`src/rtl/multicycle_ctrl_if.sv`:
```
// Control bus between the multicycle controller and the LEGv8 datapath/memories.
// master: the controller (consumes IR/flags/ready, drives strobes and status).
// slave:  the datapath side (drives IR/flags/ready, consumes strobes and status).
interface multicycle_ctrl_if #(
    parameter int RET_W = 32
);
    logic [10:0]      Op;
    logic             zero;
    logic             imem_ready;
    logic             dmem_ready;
    logic             imem_req;
    logic             IRWrite;
    logic             PCWrite;
    logic             PCSrc;
    logic             Reg2Loc;
    logic             ALUSrc;
    logic             MemtoReg;
    logic             RegWrite;
    logic             MemRead;
    logic             MemWrite;
    logic [1:0]       ALUOp;
    logic             illegal;
    logic             timeout;
    logic [RET_W-1:0] retired;
    logic [3:0]       state;

    modport master (
        input  Op, zero, imem_ready, dmem_ready,
        output imem_req, IRWrite, PCWrite, PCSrc, Reg2Loc, ALUSrc, MemtoReg,
               RegWrite, MemRead, MemWrite, ALUOp, illegal, timeout, retired, state
    );

    modport slave (
        output Op, zero, imem_ready, dmem_ready,
        input  imem_req, IRWrite, PCWrite, PCSrc, Reg2Loc, ALUSrc, MemtoReg,
               RegWrite, MemRead, MemWrite, ALUOp, illegal, timeout, retired, state
    );
endinterface

```
`src/rtl/multicycle_ctrl.sv`:
```
// Multicycle LEGv8 control FSM: sequences fetch/decode/execute/memory/writeback,
// guards memory waits with a timeout and counts retired instructions.
//
// state   | meaning
// --------+-------------------------------------------------------------
// FETCH   | request instruction; load IR and PC+4 when imem is ready
// DECODE  | classify opcode, pick the execute path
// EX_R    | R-type ALU operation
// WB_R    | write ALU result to register file
// EX_ADDR | compute load/store address
// MEM_RD  | data memory read, waits for dmem_ready
// WB_LD   | write loaded data to register file
// MEM_WR  | data memory write, waits for dmem_ready
// EX_CBZ  | zero test; branch to target when zero
// ERROR   | trapped (illegal opcode or memory timeout) until reset
module multicycle_ctrl #(
    parameter int MAX_WAIT = 16,
    parameter int RET_W    = 32
) (
    input  logic                  clk,
    input  logic                  reset,
    multicycle_ctrl_if.master     bus
);
    localparam int CW = $clog2(MAX_WAIT) + 1;
    localparam logic [CW-1:0] WAIT_LAST = CW'(MAX_WAIT - 1);

    typedef enum logic [3:0] {
        FETCH   = 4'd0,
        DECODE  = 4'd1,
        EX_R    = 4'd2,
        WB_R    = 4'd3,
        EX_ADDR = 4'd4,
        MEM_RD  = 4'd5,
        WB_LD   = 4'd6,
        MEM_WR  = 4'd7,
        EX_CBZ  = 4'd8,
        ERROR   = 4'd9
    } state_t;

    state_t           cur_state;
    state_t           next_state;
    logic [CW-1:0]    wait_cnt;
    logic [RET_W-1:0] ret_cnt;
    logic             ill_flag;
    logic             to_flag;

    logic is_ldur, is_stur, is_cbz, is_rtype;
    logic wait_state, ready_now, retire, set_ill, set_to;

    logic imem_req_c, ir_write_c, pc_write_c, pc_src_c, reg2loc_c, alu_src_c;
    logic mem_to_reg_c, reg_write_c, mem_read_c, mem_write_c;
    logic [1:0] alu_op_c;

    // Opcode classification from the IR opcode field.
    always_comb begin
        is_ldur  = (bus.Op == 11'b11111000010);
        is_stur  = (bus.Op == 11'b11111000000);
        is_cbz   = (bus.Op[10:3] == 8'b10110100);
        is_rtype = (bus.Op == 11'b10001011000) || (bus.Op == 11'b11001011000) ||
                   (bus.Op == 11'b10001010000) || (bus.Op == 11'b10101010000);
    end

    // Next-state, strobes and event pulses for the current state.
    always_comb begin
        next_state   = cur_state;
        imem_req_c   = 1'b0;
        ir_write_c   = 1'b0;
        pc_write_c   = 1'b0;
        pc_src_c     = 1'b0;
        reg2loc_c    = 1'b0;
        alu_src_c    = 1'b0;
        mem_to_reg_c = 1'b0;
        reg_write_c  = 1'b0;
        mem_read_c   = 1'b0;
        mem_write_c  = 1'b0;
        alu_op_c     = 2'b00;
        wait_state   = 1'b0;
        ready_now    = 1'b1;
        retire       = 1'b0;
        set_ill      = 1'b0;
        set_to       = 1'b0;
        unique case (cur_state)
            FETCH: begin
                imem_req_c = 1'b1;
                wait_state = 1'b1;
                ready_now  = bus.imem_ready;
                if (bus.imem_ready) begin
                    ir_write_c = 1'b1;
                    pc_write_c = 1'b1;
                    next_state = DECODE;
                end else if (wait_cnt == WAIT_LAST) begin
                    next_state = ERROR;
                    set_to     = 1'b1;
                end
            end
            DECODE: begin
                if (is_ldur || is_stur) begin
                    next_state = EX_ADDR;
                end else if (is_rtype) begin
                    next_state = EX_R;
                end else if (is_cbz) begin
                    next_state = EX_CBZ;
                end else begin
                    next_state = ERROR;
                    set_ill    = 1'b1;
                end
            end
            EX_R: begin
                alu_op_c   = 2'b10;
                next_state = WB_R;
            end
            WB_R: begin
                alu_op_c    = 2'b10;
                reg_write_c = 1'b1;
                retire      = 1'b1;
                next_state  = FETCH;
            end
            EX_ADDR: begin
                alu_src_c  = 1'b1;
                reg2loc_c  = is_stur;
                next_state = is_stur ? MEM_WR : MEM_RD;
            end
            MEM_RD: begin
                alu_src_c  = 1'b1;
                mem_read_c = 1'b1;
                wait_state = 1'b1;
                ready_now  = bus.dmem_ready;
                if (bus.dmem_ready) begin
                    next_state = WB_LD;
                end else if (wait_cnt == WAIT_LAST) begin
                    next_state = ERROR;
                    set_to     = 1'b1;
                end
            end
            WB_LD: begin
                mem_to_reg_c = 1'b1;
                reg_write_c  = 1'b1;
                retire       = 1'b1;
                next_state   = FETCH;
            end
            MEM_WR: begin
                alu_src_c   = 1'b1;
                reg2loc_c   = 1'b1;
                mem_write_c = 1'b1;
                wait_state  = 1'b1;
                ready_now   = bus.dmem_ready;
                if (bus.dmem_ready) begin
                    retire     = 1'b1;
                    next_state = FETCH;
                end else if (wait_cnt == WAIT_LAST) begin
                    next_state = ERROR;
                    set_to     = 1'b1;
                end
            end
            EX_CBZ: begin
                reg2loc_c  = 1'b1;
                alu_op_c   = 2'b01;
                pc_write_c = bus.zero;
                pc_src_c   = bus.zero;
                retire     = 1'b1;
                next_state = FETCH;
            end
            ERROR: begin
                next_state = ERROR;
            end
            default: begin
                next_state = ERROR;
            end
        endcase
    end

    // State register, wait counter, retire counter and sticky status flags.
    always_ff @(posedge clk) begin
        if (reset) begin
            cur_state <= FETCH;
            wait_cnt  <= '0;
            ret_cnt   <= '0;
            ill_flag  <= 1'b0;
            to_flag   <= 1'b0;
        end else begin
            cur_state <= next_state;
            if (next_state != cur_state) begin
                wait_cnt <= '0;
            end else if (wait_state && !ready_now) begin
                wait_cnt <= wait_cnt + CW'(1);
            end
            if (retire) begin
                ret_cnt <= ret_cnt + RET_W'(1);
            end
            if (set_ill) begin
                ill_flag <= 1'b1;
            end
            if (set_to) begin
                to_flag <= 1'b1;
            end
        end
    end

    assign bus.imem_req = imem_req_c;
    assign bus.IRWrite  = ir_write_c;
    assign bus.PCWrite  = pc_write_c;
    assign bus.PCSrc    = pc_src_c;
    assign bus.Reg2Loc  = reg2loc_c;
    assign bus.ALUSrc   = alu_src_c;
    assign bus.MemtoReg = mem_to_reg_c;
    assign bus.RegWrite = reg_write_c;
    assign bus.MemRead  = mem_read_c;
    assign bus.MemWrite = mem_write_c;
    assign bus.ALUOp    = alu_op_c;
    assign bus.illegal  = ill_flag;
    assign bus.timeout  = to_flag;
    assign bus.retired  = ret_cnt;
    assign bus.state    = cur_state;
endmodule

```
`src/flat_wrapper.sv`:
```
// flat-port wrapper written by rule: the top's interface ports become plain ports
module multicycle_ctrl_flat 
#(
    parameter int MAX_WAIT = 16,
    parameter int RET_W    = 32
)
  (clk, reset, bus_Op, bus_zero, bus_imem_ready, bus_dmem_ready, bus_imem_req, bus_IRWrite, bus_PCWrite, bus_PCSrc, bus_Reg2Loc, bus_ALUSrc, bus_MemtoReg, bus_RegWrite, bus_MemRead, bus_MemWrite, bus_ALUOp, bus_illegal, bus_timeout, bus_retired, bus_state);
  multicycle_ctrl_if #(.RET_W(RET_W)) bus_i ();
  input  logic clk;
  input  logic reset;
  input wire logic [$bits(bus_i.Op)-1:0] bus_Op;
  input wire logic [$bits(bus_i.zero)-1:0] bus_zero;
  input wire logic [$bits(bus_i.imem_ready)-1:0] bus_imem_ready;
  input wire logic [$bits(bus_i.dmem_ready)-1:0] bus_dmem_ready;
  output wire logic [$bits(bus_i.imem_req)-1:0] bus_imem_req;
  output wire logic [$bits(bus_i.IRWrite)-1:0] bus_IRWrite;
  output wire logic [$bits(bus_i.PCWrite)-1:0] bus_PCWrite;
  output wire logic [$bits(bus_i.PCSrc)-1:0] bus_PCSrc;
  output wire logic [$bits(bus_i.Reg2Loc)-1:0] bus_Reg2Loc;
  output wire logic [$bits(bus_i.ALUSrc)-1:0] bus_ALUSrc;
  output wire logic [$bits(bus_i.MemtoReg)-1:0] bus_MemtoReg;
  output wire logic [$bits(bus_i.RegWrite)-1:0] bus_RegWrite;
  output wire logic [$bits(bus_i.MemRead)-1:0] bus_MemRead;
  output wire logic [$bits(bus_i.MemWrite)-1:0] bus_MemWrite;
  output wire logic [$bits(bus_i.ALUOp)-1:0] bus_ALUOp;
  output wire logic [$bits(bus_i.illegal)-1:0] bus_illegal;
  output wire logic [$bits(bus_i.timeout)-1:0] bus_timeout;
  output wire logic [$bits(bus_i.retired)-1:0] bus_retired;
  output wire logic [$bits(bus_i.state)-1:0] bus_state;
  assign bus_i.Op = bus_Op;
  assign bus_i.zero = bus_zero;
  assign bus_i.imem_ready = bus_imem_ready;
  assign bus_i.dmem_ready = bus_dmem_ready;
  assign bus_imem_req = bus_i.imem_req;
  assign bus_IRWrite = bus_i.IRWrite;
  assign bus_PCWrite = bus_i.PCWrite;
  assign bus_PCSrc = bus_i.PCSrc;
  assign bus_Reg2Loc = bus_i.Reg2Loc;
  assign bus_ALUSrc = bus_i.ALUSrc;
  assign bus_MemtoReg = bus_i.MemtoReg;
  assign bus_RegWrite = bus_i.RegWrite;
  assign bus_MemRead = bus_i.MemRead;
  assign bus_MemWrite = bus_i.MemWrite;
  assign bus_ALUOp = bus_i.ALUOp;
  assign bus_illegal = bus_i.illegal;
  assign bus_timeout = bus_i.timeout;
  assign bus_retired = bus_i.retired;
  assign bus_state = bus_i.state;
  multicycle_ctrl #(.MAX_WAIT(MAX_WAIT), .RET_W(RET_W)) u_core (.clk(clk), .reset(reset), .bus(bus_i));
endmodule
```
`config.mk`:
```
export PLATFORM = sky130hd
export DESIGN_NAME = multicycle_ctrl_flat
export DESIGN_NICKNAME = d
export VERILOG_FILES = /design/src/rtl/multicycle_ctrl_if.sv /design/src/rtl/multicycle_ctrl.sv /design/src/flat_wrapper.sv
export SDC_FILE = /design/constraint.sdc
export NUM_CORES = 1
export LEC_CHECK = 0
export BUFFER_PORTS_ARGS = -buffer_cell sky130_fd_sc_hd__buf_2
export CAP_MARGIN = 20
export CORE_UTILIZATION = 47
export DETAILED_ROUTE_END_ITERATION = 7
export PLACE_DENSITY = 0.85
export SYNTH_ARGS = -nofsm -noshare
export SYNTH_HDL_FRONTEND = slang
export SYNTH_SLANG_ARGS = --single-unit
```
`constraint.sdc`:
```
create_clock -name clk -period 2 [get_ports clk]
set_input_delay 0.3 -clock clk [delete_from_list [all_inputs] [get_ports clk]]
set_output_delay 0.3 -clock clk [all_outputs]
set_load 0.01 [all_outputs]
```
==> run_results.csv <==
group,metric,value,unit
run_status,status,"finished, violations left",
run_status,violations,"negative setup slack",
yosys,synth.area.mux_share,0.0129,
die,die_w,72.3,um
die,die_area,5220,um2
yosys,synthAdderAreaFrac,0.0162,
placement,gp_congestion,0.912,
die,initial_core_util,0.491,
placement,detailed_place_hpwl,4270,um
yosys,synth-xor-area-share,0.121,
sta,setup_violations,6,
placement,io_buffers,65,
clock_tree,clk_path_buf_depth,2,
die,rows,25,
yosys,synth_flop_cell,"dfxtp_1",
critical_path,critPathCaptureType,"flip-flop",
global_route,met1_usage,0.292,
global_route,grt_antenna_before_repair,0,
min_path,hp-class,"in2reg",
critical_path,crit_type,"reg2reg",
routing,drt-total-wl,5860,um
yosys,ys_async_sr_fraction,0,
critical_path,critPathSlowestCell,"or4b_4",
sta,setup_ws,-0.159,ns
sta,skew,0.00720,ns
die,die_h,72.3,um
clock_tree,cts_tree,"built",
critical_path,reg2reg_slack,-0.16,ns
sta,fin_crit,2.16,ns
yosys,synth.distinct_cells,46,
critical_path,crit_path_frequent_cell,"ha_4",
flow_run,cap_violations,0,
sta,slew_headroom,0.728,
final_layout,drive_above_1_share,0.373,
placement,dp_worst_setup_slack,-0.220,ns
min_path,holdPathEnd,"u_core.bus.state[2]",
global_route,grtUsageMet3,0.0500,
yosys,syn-cell-area,2320,um2
pwr,power,1940,uW
clock_tree,hold_buffers,0,
critical_path,worst_setup_path_start_kind,"flip-flop",
critical_path,crit_fanout,5,
clock_tree,root_buffer,"clkbuf_8",
final_layout,layout_common_cells,"buf_2 (64), nor2_1 (41), dfxtp_1 (37)",
global_route,grt_max_degree,37,
pwr,power.density,615,nW/um2
critical_path,reg2regPathDepth,8,
yosys,syn_inst,280,
yosys,synth_edf_count,0,
yosys,seq_area_frac_synth,0.371,
critical_path,max_stage_delay,0.49,ns
sta,final.setup.tns,-0.838,ns
global_route,grt-busiest-layer,"met2",
yosys,yosys_warnings,0,
final_layout,mostFrequentLayoutCell,"buf_2",
final_layout,final_util,0.667,
critical_path,reg2reg_from,"u_core.wait_cnt[0]",
critical_path,cp-startpoint,"u_core.wait_cnt[0]",
pwr,p_leak,0.00136,uW
global_route,met2_usage,0.371,
die,ios,66,
yosys,ys_seq_elements,43,
yosys,synth_nets,299,
clock_tree,cts_buffers,5,
final_layout,nets,396,
global_route,grt_usage,0.224,
sta,hold_violations,0,
routing,ant_nets,0,
critical_path,rr_endpoint,"u_core.wait_cnt[3]",
die,coreArea,4720,um2
min_path,min_from,"bus_dmem_ready",
sta,tightestPinTransition,0.407,ns
final_layout,fin_cells,445,
clock_tree,cts_htree_levels,2,
routing,vias_per_cell,5.27,
critical_path,path_cells,"ha_4 -> and3_4 -> ha_4 -> o21a_1 -> o21ai_1 -> or4b_4 -> nor3_4 -> nor3b_2",
sta,fin_crit_sh,1.08,
routing,drtIter0Drc,194,
global_route,overflow,0,
final_layout,syn_to_final_growth,35.8,%
routing,post_drt_wl_per_cell,13.2,um
clock_tree,clk_pin_slew,0.08,ns
clock_tree,insertion_delay,0.30,ns
yosys,synth_top_family_by_area,"simple AND/OR/NAND/NOR gates",
global_route,grt_pass1_wl,9140,um
yosys,synth_compound_area_frac,0.0949,
routing,drtPass1Iterations,4,
yosys,syn_avg_cell_area,8.28,um2
yosys,yosys.area_share.simple,0.348,
pwr,ir_worst_vdd,0.424,mV
sta,rsz0062_at_grt,"true",
critical_path,cp.required,2.23,ns
min_path,whs_path_depth,4,
final_layout,antenna_cells,0,
clock_tree,cts.sinks,43,
routing,drcViolationCount,0,
global_route,grt_pass1_vias,2024,
placement,dp.cells,434,
critical_path,cp.arrival,2.38,ns
sta,fmax,463,MHz
sta,finalMaxSlewViolations,0,
routing,via_count,2344,
## critical path: cells and delay by family (launching register included)
| kind | cells | cell delay (ns) |
|---|---|---|
| AND/OR/NAND/NOR | 4 | 1.10 |
| AO/OA/AOI/OAI | 2 | 0.32 |
| adder cells (fa/ha/maj) | 2 | 0.31 |
| flip-flops | 1 | 0.35 |
## layout make-up
class                   instances  area (um2)
clock buffers                   8         100
multi-input cells             218        1470
flip-flops and latches         43         868
inverters                       9        33.8
well taps                      67        83.8
fillers                       406        1570
repair buffers                100         594
## sequential cells by signal (all words and copies together), names as in the netlist
| signal | cells |
|---|---|
| u_core.bus.retired | 32 |
| u_core.wait_cnt | 5 |
| u_core.bus.state | 4 |
| u_core.bus.illegal | 1 |
| u_core.bus.timeout | 1 |
## report_power, final
group          switching (uW)  internal (uW)  leakage, uW
Sequential               31.4            878     0.000350
Clock                     289            315    0.0000515
Combinational             220            204     0.000957
Total                     541           1400      0.00136
## worst max-delay path by stage
stage	end	slack, ns	depth (start not counted)
after floorplan	u_core.wait_cnt[0]	-0.005	6
after CTS	u_core.wait_cnt[3]	-0.11	8
after global routing	u_core.wait_cnt[2]	-0.26	8
final	u_core.wait_cnt[3]	-0.16	8
after global placement	u_core.wait_cnt[0]	-0.16	7
after detailed placement	u_core.wait_cnt[2]	-0.22	7
## what timing repair did
item | 4_1_cts | 5_1_grt
endpoints found under the setup margin | 16 | 25
pin swaps | 5 | 1
gates resized for setup | 7 | 8
buffers inserted | 2 | 1
## through the flow
step | area (um2) | hold slack [ns]
6_report | 3150 | 0.448
5_1_grt | 3150 | 0.484
4_1_cts | 3120 | 0.434
3_5_place_dp | 2970 | 0.456
3_3_place_gp | 2970 | 0.432
2_1_floorplan | 2370 | 0.470
## kinds of logic (layout without fill, tap and decap cells)
kind of cell	Yosys count	after routing
flip-flops	43	43
multiplexers	3	3
AND/OR/NAND/NOR	146	146
adder cells (fa/ha/maj)	3	3
XOR/XNOR	32	32
buffers and inverters	19	117
AO/OA/AOI/OAI	34	34
## Yosys cell counts, types with 3 or more instances
cell,number,area share
a21oi_1,13,0.028
and2_1,4,0.011
and3_1,6,0.016
buf_2,3,0.0065
clkbuf_1,5,0.0081
dfxtp_1,43,0.37
ha_1,3,0.016
inv_1,9,0.015
mux2i_1,3,0.013
nand2_1,24,0.039
nand3_1,16,0.035
nand4_1,11,0.030
nor2_1,41,0.066
nor3_1,9,0.019
nor3b_1,5,0.016
o21ai_0,11,0.024
or3_1,5,0.013
xnor2_1,12,0.045
xor2_1,20,0.076
## routing by layer
| metal | wire length [um] | up-vias |
|---|---|---|
| li1 | - | 1168 |
| met1 | 2500 | 1103 |
| met2 | 2960 | 64 |
| met3 | 307 | 9 |
| met4 | 87 | 0 |
| met5 | 0 | - |
Note: power is estimated with default switching activity, not from simulation.
